$ cat config.mk
export PLATFORM = sky130hd
export DESIGN_NAME = modulo_entrada
export DESIGN_NICKNAME = d
export VERILOG_FILES = /design/src/rtl/modulo_entrada_pkg.sv /design/src/rtl/modulo_entrada_debounce.sv /design/src/rtl/modulo_entrada.sv
export SDC_FILE = /design/constraint.sdc
export NUM_CORES = 1
export LEC_CHECK = 0
export CAP_MARGIN = 25
export CORE_MARGIN = 4
export CORE_UTILIZATION = 49
export CTS_CLUSTER_SIZE = 10
export DETAILED_ROUTE_END_ITERATION = 6
export GPL_TIMING_DRIVEN = 0
export HOLD_SLACK_MARGIN = 0.08
export PLACE_DENSITY_LB_ADDON = 0.2
export SYNTH_ARGS = -nofsm -noshare
export SYNTH_HDL_FRONTEND = slang
export SYNTH_SLANG_ARGS = --single-unit
$ cat constraint.sdc
create_clock -name clk -period 5.97 [get_ports clk]
set_input_delay 0.597 -clock clk [delete_from_list [all_inputs] [get_ports clk]]
set_output_delay 0.597 -clock clk [all_outputs]
set_load 0.01 [all_outputs]
$ cat src/rtl/modulo_entrada_pkg.sv
// rtl/modulo_entrada_pkg.sv - shared debounce state codes and data widths for modulo_entrada
package modulo_entrada_pkg;

    localparam int DADOS_W = 8;
    localparam int ZEXT_W  = 24;

    typedef logic [1:0] estado_t;

    localparam estado_t SOLTO       = 2'd0;
    localparam estado_t CONF_PRESS  = 2'd1;
    localparam estado_t PRESSIONADO = 2'd2;
    localparam estado_t CONF_SOLTA  = 2'd3;

endpackage

$ cat src/rtl/modulo_entrada_debounce.sv
// rtl/modulo_entrada_debounce.sv - debounce_tecla: key synchronizer, stability counter and press FSM
module debounce_tecla
    import modulo_entrada_pkg::*;
#(
    parameter int DEBOUNCE_CICLOS = 16
) (
    input  logic       clk,
    input  logic       reset,
    input  logic       tecla,
    output logic       captura,
    output logic [1:0] estado
);

    localparam logic [7:0] LIMITE = 8'(DEBOUNCE_CICLOS - 1);

    logic       tecla_m;
    logic       tecla_s;
    logic [7:0] cnt;
    estado_t    est;

    // Starting in CONF_SOLTA means a key held through reset must be released first.
    always_ff @(posedge clk) begin
        if (reset) begin
            tecla_m <= 1'b0;
            tecla_s <= 1'b0;
            cnt     <= 8'd0;
            est     <= CONF_SOLTA;
        end else begin
            tecla_m <= tecla;
            tecla_s <= tecla_m;
            case (est)
                SOLTO: begin
                    if (tecla_s) begin
                        est <= CONF_PRESS;
                        cnt <= 8'd0;
                    end
                end
                CONF_PRESS: begin
                    if (!tecla_s)
                        est <= SOLTO;
                    else if (cnt == LIMITE)
                        est <= PRESSIONADO;
                    else
                        cnt <= cnt + 8'd1;
                end
                PRESSIONADO: begin
                    if (!tecla_s) begin
                        est <= CONF_SOLTA;
                        cnt <= 8'd0;
                    end
                end
                default: begin
                    if (tecla_s)
                        est <= PRESSIONADO;
                    else if (cnt == LIMITE)
                        est <= SOLTO;
                    else
                        cnt <= cnt + 8'd1;
                end
            endcase
        end
    end

    assign captura = (est == CONF_PRESS) && tecla_s && (cnt == LIMITE);
    assign estado  = est;

endmodule

$ cat src/rtl/modulo_entrada.sv
// rtl/modulo_entrada.sv - enter/switch input front-end; MODULO_ENTRADA_FIFO_EN selects FIFO over single register
module modulo_entrada
    import modulo_entrada_pkg::*;
#(
    parameter int DEBOUNCE_CICLOS = 16,
    parameter int FIFO_PROF       = 4
) (
    input  logic        clk,
    input  logic        reset,
    input  logic [7:0]  dadosIN,
    input  logic        enter,
    input  logic        lido,
    output logic [31:0] dado,
    output logic        valido,
    output logic        perda,
    output logic [2:0]  nivel
);

    localparam int NW = $clog2(FIFO_PROF + 1);

    logic [DADOS_W-1:0] dados_m;
    logic [DADOS_W-1:0] dados_s;
    logic               captura;
    logic [1:0]         estado;
    logic               push;
    logic               pop;
    logic               aceita;
    logic [DADOS_W-1:0] cabeca_q;
    logic               valido_q;
    logic               perda_q;
    logic [NW-1:0]      nivel_q;

    debounce_tecla #(
        .DEBOUNCE_CICLOS(DEBOUNCE_CICLOS)
    ) u_debounce (
        .clk     (clk),
        .reset   (reset),
        .tecla   (enter),
        .captura (captura),
        .estado  (estado)
    );

    always_ff @(posedge clk) begin
        if (reset) begin
            dados_m <= '0;
            dados_s <= '0;
        end else begin
            dados_m <= dadosIN;
            dados_s <= dados_m;
        end
    end

    // A capture strobe is only meaningful while confirming a press.
    assign push = captura && (estado == CONF_PRESS);
    assign pop  = lido && valido_q;

`ifdef MODULO_ENTRADA_FIFO_EN
    localparam int            PW    = $clog2(FIFO_PROF);
    localparam logic [NW-1:0] CHEIO = NW'(FIFO_PROF);

    logic [DADOS_W-1:0] mem [FIFO_PROF];
    logic [PW-1:0]      wr_ptr;
    logic [PW-1:0]      rd_ptr;
    logic [PW-1:0]      rd_next;
    logic [NW-1:0]      nivel_next;
    logic [DADOS_W-1:0] cabeca_next;

    // The head register is loaded with the post-edge head, forwarding a word
    // that is written into the slot becoming the head on the same edge.
    always_comb begin
        aceita      = push && ((nivel_q != CHEIO) || pop);
        rd_next     = rd_ptr + PW'(pop);
        nivel_next  = nivel_q + NW'(aceita) - NW'(pop);
        cabeca_next = '0;
        if (nivel_next != '0) begin
            if (aceita && (wr_ptr == rd_next))
                cabeca_next = dados_s;
            else
                cabeca_next = mem[rd_next];
        end
    end

    always_ff @(posedge clk) begin
        if (!reset && aceita)
            mem[wr_ptr] <= dados_s;
    end

    always_ff @(posedge clk) begin
        if (reset) begin
            wr_ptr   <= '0;
            rd_ptr   <= '0;
            nivel_q  <= '0;
            valido_q <= 1'b0;
            cabeca_q <= '0;
        end else begin
            if (aceita)
                wr_ptr <= wr_ptr + PW'(1);
            rd_ptr   <= rd_next;
            nivel_q  <= nivel_next;
            valido_q <= (nivel_next != '0);
            cabeca_q <= cabeca_next;
        end
    end
`else
    always_comb begin
        aceita = push && (!valido_q || pop);
    end

    always_ff @(posedge clk) begin
        if (reset) begin
            cabeca_q <= '0;
            valido_q <= 1'b0;
            nivel_q  <= '0;
        end else if (aceita) begin
            cabeca_q <= dados_s;
            valido_q <= 1'b1;
            nivel_q  <= NW'(1);
        end else if (pop) begin
            cabeca_q <= '0;
            valido_q <= 1'b0;
            nivel_q  <= '0;
        end
    end
`endif

    always_ff @(posedge clk) begin
        if (reset)
            perda_q <= 1'b0;
        else if (push && !aceita)
            perda_q <= 1'b1;
    end

    assign dado   = {{ZEXT_W{1'b0}}, cabeca_q};
    assign valido = valido_q;
    assign perda  = perda_q;
    assign nivel  = 3'(nivel_q);

endmodule
==> run metrics, run 1 <==
DRT antenna net count=0; count of state elements after synthesis=38; Max Fanout on Critical Path=8; Slew Limit Fails=0; Worst EP arrival=2360 ps; root buffer cell=clkbuf_8; die height=69.2 µm; commonest cells after routing, fill and taps aside=38 x dfxtp_1, 28 x buf_4, 26 x conb_1; top cells by area, synth=dfxtp_1 42%, buf_4 11%, nand3b_1 6.6%, nor2b_1 6.5%, ha_1 3.4%; routability cong.=a little over 0.8; insertion delay to the later sink of the worst-skew pair=290 ps; worst reg2reg path startpoint=u_debounce.estado[0]$_SDFFE_PP1P_; fin cells=296; initial antenna violation count=0; Worst Path Required=6210 ps; CTS clk-pin slew, worst paths=80 ps; DRT Pass-1 Iters=4; Yosys Warn Count=0; CTS Sinks=38; Slew headroom=around 67%; switching share of power=26.9%; # rows=21; via density per instance=5.03; # IOs=49; Max Cap Violations=0; status=completed; Die Width=between 60 and 70 µm; Hold-fix buffers, CTS=0; Critical Path End Type=flip-flop; Inserted Diodes=0; Seq pwr share=between 40% and 50%; gr usage total=14.5%; Min Hold Slack=437 ps; Netlist Area Pre-Place=1830 µm²; most common cell after layout, fill and taps aside=dfxtp_1; combinational power share=20.9%; Leakage Power=0.931 nW; Switch Pwr=0.000187 W; sequential fraction of the synthesis area=41.5%; wire per inst=11.6 µm; worst slew pin tran=~490 ps; Core Region=3470 µm²; RSZ-0062 raised after global routing=false; share of layout cells above drive strength 1=17.6%; P_int=0.000508 W; Yosys top cell by area=dfxtp_1; Startpoint Class=flip-flop; postcts setup bufs=0; Tmin final=around 2100 ps; final setup fails=0; CTS buffer count=5; synthesized area per cell=9.35 µm²; achievable frequency=470 MHz; Area after DPL=2190 µm²; top cell type's share of synthesized area=~42%; Clk network pwr share=37.8%; Syn Inst Count=196; DRT iter0 DRCs=108; Worst Setup SP=u_debounce.estado[0]$_SDFFE_PP1P_; Area Overhead vs Synth=27.2%; CP Class=reg2reg; port bufs=21; Power Density=between 200 and 300 nW/µm²; Vias=around 1,500; Post-route DRC=0; Detailed Place HPWL=2450 µm; fill cell count=325; HP Start=dados_m[0]$_SDFF_PP0_; H-tree levels=2; Starting Density=52.8%; Nets=around 270; Placed Cells=around 290; Setup Skew=7.45 ps; VDD IR max=0.000146 V; final setup TNS=0 ps; Max Root-Sink Buffers=2; GR Overflow Total=0; pin count of the biggest net entering global routing=14; final instance area=2330 µm²; number of global-route vias before repair=approximately 1,300; final hold vios=0; total detailed-routing wirelength=3440 µm; post-CTS resize count=0; Final Cycle Share=35.6%; die area=4780 µm²; Hold Path Class=reg2reg; TritonCTS clock tree=yes; Yosys cell types=37; first-pass GRT wire length=about 5700 µm; total power=0.000694 W
cell type report:
cell class / count / area, µm² / share of cell area [%]
Multi-Input combinational cell: 142 / 898 / 38.5
Tap cell: 46 / 57.6 / 2.47
Buffer: 38 / 256 / 11.0
Clock inverter: 3 / 68.8 / 2.95
Inverter: 3 / 11.3 / 0.483
Sequential cell: 38 / 761 / 32.6
Timing Repair Buffer: 21 / 210 / 9.01
Clock buffer: 5 / 68.8 / 2.95
through the flow:
stage               utilization [%]  worst slack, ps
floorplan                         -             3990
global placement               63.3             3620
detailed placement             63.3             3620
CTS                            67.2             3860
global route                   67.2             3730
finish                         67.2             3840
cells in the mapped netlist (all sizes together):
cell	instances
dfxtp	38
buf	29
nor2b	19
nand3b	16
a31oi	9
clkbuf	9
a21oi	8
nand2	8
a32oi	7
ha	5
nor2	5
o21ai	4
o31ai	4
or4	4
and3	3
inv	3
or3	3
nand3	2
nand4	2
nor3	2
or2	2
a211o	1
a211oi	1
a22o	1
and3b	1
conb	1
nand4b	1
nor3b	1
nor4	1
nor4b	1
o211ai	1
o311ai	1
o32a	1
o32ai	1
or2b	1
sequential cells by signal (all words and copies together) (netlist names), named ones only:
| name | flops |
|---|---|
| cabeca_q | 8 |
| dados_m | 8 |
| dados_s | 8 |
| perda | 1 |
| u_debounce.cnt | 8 |
| u_debounce.estado | 1 |
| u_debounce.tecla_m | 1 |
| u_debounce.tecla_s | 1 |
| valido | 1 |
per-layer routing:
layer / global-route usage (%) / share of wire [%] / routed length (µm)
met3: 4.94 / 6.7 / 231
met1: 17.1 / 45 / 1560
met5: 0 / 0 / 0
met2: 24.0 / 47 / 1600
met4: 6.07 / 1.5 / 51
power groups by stage:
stage | combinational (W) | clock (W) | sequential [W]
after floorplan | 0.000116 | 0 | 0.000288
after global placement | 0.000142 | 0 | 0.000291
after detailed placement | 0.000143 | 0 | 0.000292
after CTS | 0.000144 | 0.000266 | 0.000287
after global routing | 0.000164 | 0.000276 | 0.000290
final | 0.000145 | 0.000262 | 0.000287
cell families after synthesis:
logic type                 count (synthesis)  synth area share, %
and+or+nand+nor                           72                 25.6
buffers and inverters                     41                 14.6
AOI/OAI and AO/OA                         39                 14.7
DFF                                       38                 41.5
adders and majority gates                  5                 3.41
other                                      1                0.205
critical path, cell delays in order (launching register included):
cell,delay [ps]
dfxtp_1,420
inv_1,90
ha_1,290
and3b_4,210
or3_1,330
clkbuf_2,160
or4_1,500
nand2_1,70
worst paths after layout:
kind	end	slack, ps	cells after the start
max reg2reg	u_debounce.cnt[7]$_SDFFE_PP0P_	3840	7
max	u_debounce.cnt[7]$_SDFFE_PP0P_	3840	7
min reg2reg	dados_s[0]$_SDFF_PP0_	440	1
min	dados_s[0]$_SDFF_PP0_	440	1
(Power assumes the default switching activity.)
==> run 2: changes to the inputs <==
--- a/config.mk
+++ b/config.mk
@@ -7,7 +7,7 @@
 export LEC_CHECK = 0
 export CAP_MARGIN = 25
 export CORE_MARGIN = 4
-export CORE_UTILIZATION = 49
+export CORE_UTILIZATION = 48
 export CTS_CLUSTER_SIZE = 10
 export DETAILED_ROUTE_END_ITERATION = 6
 export GPL_TIMING_DRIVEN = 0
==> constraint.sdc (replaced) <==
create_clock -name clk -period 2.04 [get_ports clk]
set_input_delay 0.204 -clock clk [delete_from_list [all_inputs] [get_ports clk]]
set_output_delay 0.204 -clock clk [all_outputs]
set_load 0.01 [all_outputs]
==> run 2 against run 1 <==
Net effect:
- clock skew down 2.6 ps
- clock-buffer cell count stayed put
- first-iteration DRC count is 15% lower
- final cell count grew 1.4%
- clock power rose to 3.0 times the previous value
- worst hold slack improved by 0.83 ps
- die area is 1.8% higher
- critical path type unchanged
==> run metrics, run 2 (synthesis gave the netlist of run 1 again) <==
status=completed; Vias=1,472; Placed Cells=290; DRT Pass-1 Iters=4; Leakage Power=0.938 nW; die area=about 4900 µm²; Area Overhead vs Synth=30.0%; Post-route DRC=0; die height=69.8 µm; commonest cells after routing, fill and taps aside=36 x dfxtp_1, 30 x buf_4, 26 x conb_1; GR Overflow Total=0; fin cells=300; Detailed Place HPWL=approximately 2400 µm; Slew Limit Fails=0; port bufs=21; CTS Sinks=38; worst reg2reg path startpoint=u_debounce.estado[0]$_SDFFE_PP1P_; P_int=0.00151 W; routability cong.=0.806; pin count of the biggest net entering global routing=14; H-tree levels=2; via density per instance=4.91; wire per inst=11.5 µm; number of global-route vias before repair=1,343; Worst EP arrival=between 2000 and 2500 ps; Hold Path Class=reg2reg; combinational power share=roughly 22%; first-pass GRT wire length=around 6000 µm; final setup TNS=0 ps; share of layout cells above drive strength 1=between 20% and 30%; Critical Path End Type=flip-flop; Die Width=69.8 µm; CTS buffer count=5; Tmin final=1940 ps; Startpoint Class=flip-flop; Power Density=877 nW/µm²; CTS clk-pin slew, worst paths=approximately 80 ps; Nets=268; Setup Skew=4.84 ps; Max Cap Violations=0; Switch Pwr=0.000578 W; Max Root-Sink Buffers=2; Hold-fix buffers, CTS=0; Worst Path Required=2280 ps; Worst Setup SP=u_debounce.estado[0]$_SDFFE_PP1P_; Final Cycle Share=95.0%; root buffer cell=clkbuf_8; VDD IR max=0.000588 V; achievable frequency=516 MHz; switching share of power=27.6%; HP Start=dados_m[2]$_SDFF_PP0_; Inserted Diodes=0; most common cell after layout, fill and taps aside=dfxtp_1; final instance area=2380 µm²; Starting Density=49.7%; RSZ-0062 raised after global routing=false; Max Fanout on Critical Path=6; Core Region=between 3000 and 4000 µm²; DRT iter0 DRCs=just over 90; TritonCTS clock tree=yes; Final Util=64.6%; final setup fails=0; initial antenna violation count=0; # IOs=49; total detailed-routing wirelength=3460 µm; insertion delay to the later sink of the worst-skew pair=between 200 and 300 ps; CP Class=reg2reg; gr usage total=15.0%; Area after DPL=2200 µm²; final hold vios=0; DRT antenna net count=0; # rows=22; Seq pwr share=between 40% and 50%; Clk network pwr share=37.0%
run 2: layer usage:
metal	wire [µm]	up-vias	global-route usage, %
li1	-	762	-
met1	1630	662	19.0
met2	1580	43	24.1
met3	213	5	4.78
met4	41	0	4.47
met5	0	-	0
run 2: path summary, 6_finish.rpt:
path | cells after the start | slack, ps | endpoint
max | 7 | 100 | u_debounce.cnt[7]$_SDFFE_PP0P_
min | 1 | 440 | dados_s[2]$_SDFF_PP0_
max reg2reg | 7 | 100 | u_debounce.cnt[7]$_SDFFE_PP0P_
min reg2reg | 1 | 440 | dados_s[2]$_SDFF_PP0_
run 2: final cells by class:
class	instances	area [µm²]
fill	319	1310
multi-input combinational	142	926
sequential	38	766
buffer	38	258
timing repair buffer	23	225
clock buffer	5	68.8
clock inverter	3	68.8
tap	48	60.1
inverter	3	11.3
run 2: critical path, cell delays in order (launching register included):
cell and delay, ps:
dfxtp_4 370, inv_2 100, ha_4 160, and3b_4 200, or3_1 330, clkbuf_2 160, or4_1 500, nand2_1 70
run 2: power groups by stage:
stage | Sequential (W) | Combinational, W | Clock, W
detailed placement | 0.000854 | 0.000418 | 0
global placement | 0.000852 | 0.000415 | 0
floorplan | 0.000843 | 0.000340 | 0
global route | 0.000860 | 0.000525 | 0.000820
CTS | 0.000839 | 0.000424 | 0.000785
finish | 0.000852 | 0.000464 | 0.000774
run 2: metrics by stage:
stage	setup slack (ps)	hold slack, ps	power (W)
finish	102	437	0.00209
global route	6.67	453	0.00221
CTS	3.67	430	0.00205
detailed placement	-71.7	420	0.00127
global placement	-49.7	419	0.00127
floorplan	64.2	276	0.00118
run 2: what timing repair did:
| action | 4_1_cts | 5_1_grt |
|---|---|---|
| resized for setup | 2 | 11 |
| endpoints found under the setup margin | 3 | 12 |
| cloned | 0 | 0 |
| buffers inserted | 0 | 2 |
==> run 3: changes to the inputs <==
--- a/config.mk
+++ b/config.mk
@@ -5,13 +5,13 @@
 export SDC_FILE = /design/constraint.sdc
 export NUM_CORES = 1
 export LEC_CHECK = 0
-export CAP_MARGIN = 25
 export CORE_MARGIN = 4
 export CORE_UTILIZATION = 48
 export CTS_CLUSTER_SIZE = 10
 export DETAILED_ROUTE_END_ITERATION = 6
 export GPL_TIMING_DRIVEN = 0
 export HOLD_SLACK_MARGIN = 0.08
+export MAX_ROUTING_LAYER = met4
 export PLACE_DENSITY_LB_ADDON = 0.2
 export SYNTH_ARGS = -nofsm -noshare
 export SYNTH_HDL_FRONTEND = slang
==> run 3 against run 2 <==
Net effect:
- die area unchanged
- sequential power about the same
- global-route usage increased by 0.42 points
- clock skew decreased by 0.58 ps
- setup slack improved by 0.93 ps
- critical path depth unchanged
- sequential share of layout area unchanged
- register-to-register slack about the same
- worst hold slack unchanged
- clock power about the same
- power decreased by 0.13%
- highest routed layer unchanged
==> run metrics, run 3 (synthesis gave the netlist of run 1 again) <==
DRT Pass-1 Iters=6; via density per instance=4.86; Max Root-Sink Buffers=2; Die Width=69.8 µm; dpl ws=-71.7 ps; die area=4870 µm²; CTS buffer count=5; Max Fanout on Critical Path=6; final setup fails=0; Startpoint Class=flip-flop; die height=69.8 µm; status=completed; Max Cap Violations=0; DRT antenna net count=0; final hold vios=0; Min Hold Slack=437 ps; VDD IR max=0.000588 V; H-tree levels=2; achievable frequency=516 MHz; root buffer cell=clkbuf_8; Nets=268; CTS Sinks=38; TritonCTS clock tree=yes; CP endpoint=u_debounce.cnt[7]$_SDFFE_PP0P_; Leakage Power=0.938 nW; insertion delay to the later sink of the worst-skew pair=290 ps; final setup TNS=0 ps; Core Region=3690 µm²; wire per inst=11.5 µm; Power Density=876 nW/µm²; R2R cell count=7; Final Worst Setup Slack=103 ps; DRT iter0 DRCs=70; first-pass GRT wire length=around 6000 µm; commonest cells after routing, fill and taps aside=36 x dfxtp_1, 30 x buf_4, 26 x conb_1; FF-to-FF setup slack=100 ps; Slowest-stage cell, CP=or4_1; Worst EP arrival=2180 ps; Slew Limit Fails=0; Post-route DRC=0; most common cell after layout, fill and taps aside=dfxtp_1; Area Overhead vs Synth=30.0%; # IOs=49; number of global-route vias before repair=1,335; Tmin final=1940 ps; Hold Path Class=reg2reg; Final Cycle Share=between 90% and 100%; share of layout cells above drive strength 1=21.4%; Setup Skew=4.26 ps; worst reg2reg path startpoint=u_debounce.estado[0]$_SDFFE_PP1P_; CP max stage delay=500 ps; Detailed Place HPWL=2370 µm; total detailed-routing wirelength=3460 µm; Worst Path Required=2280 ps; RSZ-0062 raised after global routing=false; # rows=22; initial antenna violation count=0; CP Class=reg2reg; port bufs=21; worst path cell trace=inv_2 > ha_4 > and3b_4 > or3_1 > clkbuf_2 > or4_1 > nand2_1; worst path buffer plus inverter count=2; pin count of the biggest net entering global routing=14; reg2reg end=u_debounce.cnt[7]$_SDFFE_PP0P_; Critical Path End Type=flip-flop; Starting Density=approximately half; Vias=1,459; GR Overflow Total=0; routability cong.=0.817; gr usage total=15.4%; total power=0.00209 W; CTS clk-pin slew, worst paths=80 ps; cell family with most CP delay=simple AND/OR/NAND/NOR gates; Inserted Diodes=0; cell depth of the worst setup path=7; Worst Setup SP=u_debounce.estado[0]$_SDFFE_PP1P_
run 3: cell counts in the layout (fill, tap and decap cells not counted):
Identical to the previous run, type by type.
run 3: worst min-delay path by stage:
| stage | startpoint | endpoint | depth (start not counted) |
|---|---|---|---|
| 3_5_place_dp | dados_m[2]$_SDFF_PP0_ | dados_s[2]$_SDFF_PP0_ | 1 |
| 4_1_cts | lido | cabeca_q[4]$_SDFFE_PP0P_ | 3 |
| 2_1_floorplan | reset | dados_m[1]$_SDFF_PP0_ | 1 |
| 6_report | dados_m[2]$_SDFF_PP0_ | dados_s[2]$_SDFF_PP0_ | 1 |
| 3_3_place_gp | dados_m[3]$_SDFF_PP0_ | dados_s[3]$_SDFF_PP0_ | 1 |
| 5_1_grt | dados_m[1]$_SDFF_PP0_ | dados_s[1]$_SDFF_PP0_ | 1 |
run 3: report_power, final:
group / switching, W / internal (W) / total, W
sequential: 0.0000481 / 0.000804 / 0.000852
combinational: 0.000243 / 0.000218 / 0.000462
clock: 0.000285 / 0.000490 / 0.000775
total: 0.000576 / 0.00151 / 0.00209
run 3: metrics by stage:
stage / std cells / utilization [%] / instance area (µm²)
finish: 300 / 64.6 / 2380
global route: 300 / 64.6 / 2380
CTS: 298 / 63.4 / 2340
detailed placement: 290 / 59.6 / 2200
global placement: 290 / 59.6 / 2200
floorplan: 221 / - / 1930
run 3: layout make-up:
class / count / area (µm²)
buffer: 38 / 258
clock buffer: 5 / 68.8
clock inverter: 3 / 68.8
fill: 319 / 1310
inverter: 3 / 11.3
multi-input combinational: 142 / 926
sequential: 38 / 766
tap: 48 / 60.1
timing repair buffer: 23 / 225
run 3: repair_timing:
action                     in CTS  in global routing
buffers inserted                0                  2
hold buffers                    0                  0
setup endpoints to repair       3                 12
gates resized for setup         2                 11
run 3: routing by layer:
metal,up-vias,track usage [%],share of wire [%]
li1,762,-,-
met1,655,19.1,47
met2,37,24.0,46
met3,5,4.78,5.8
met4,0,4.47,1.3
met5,-,-,0
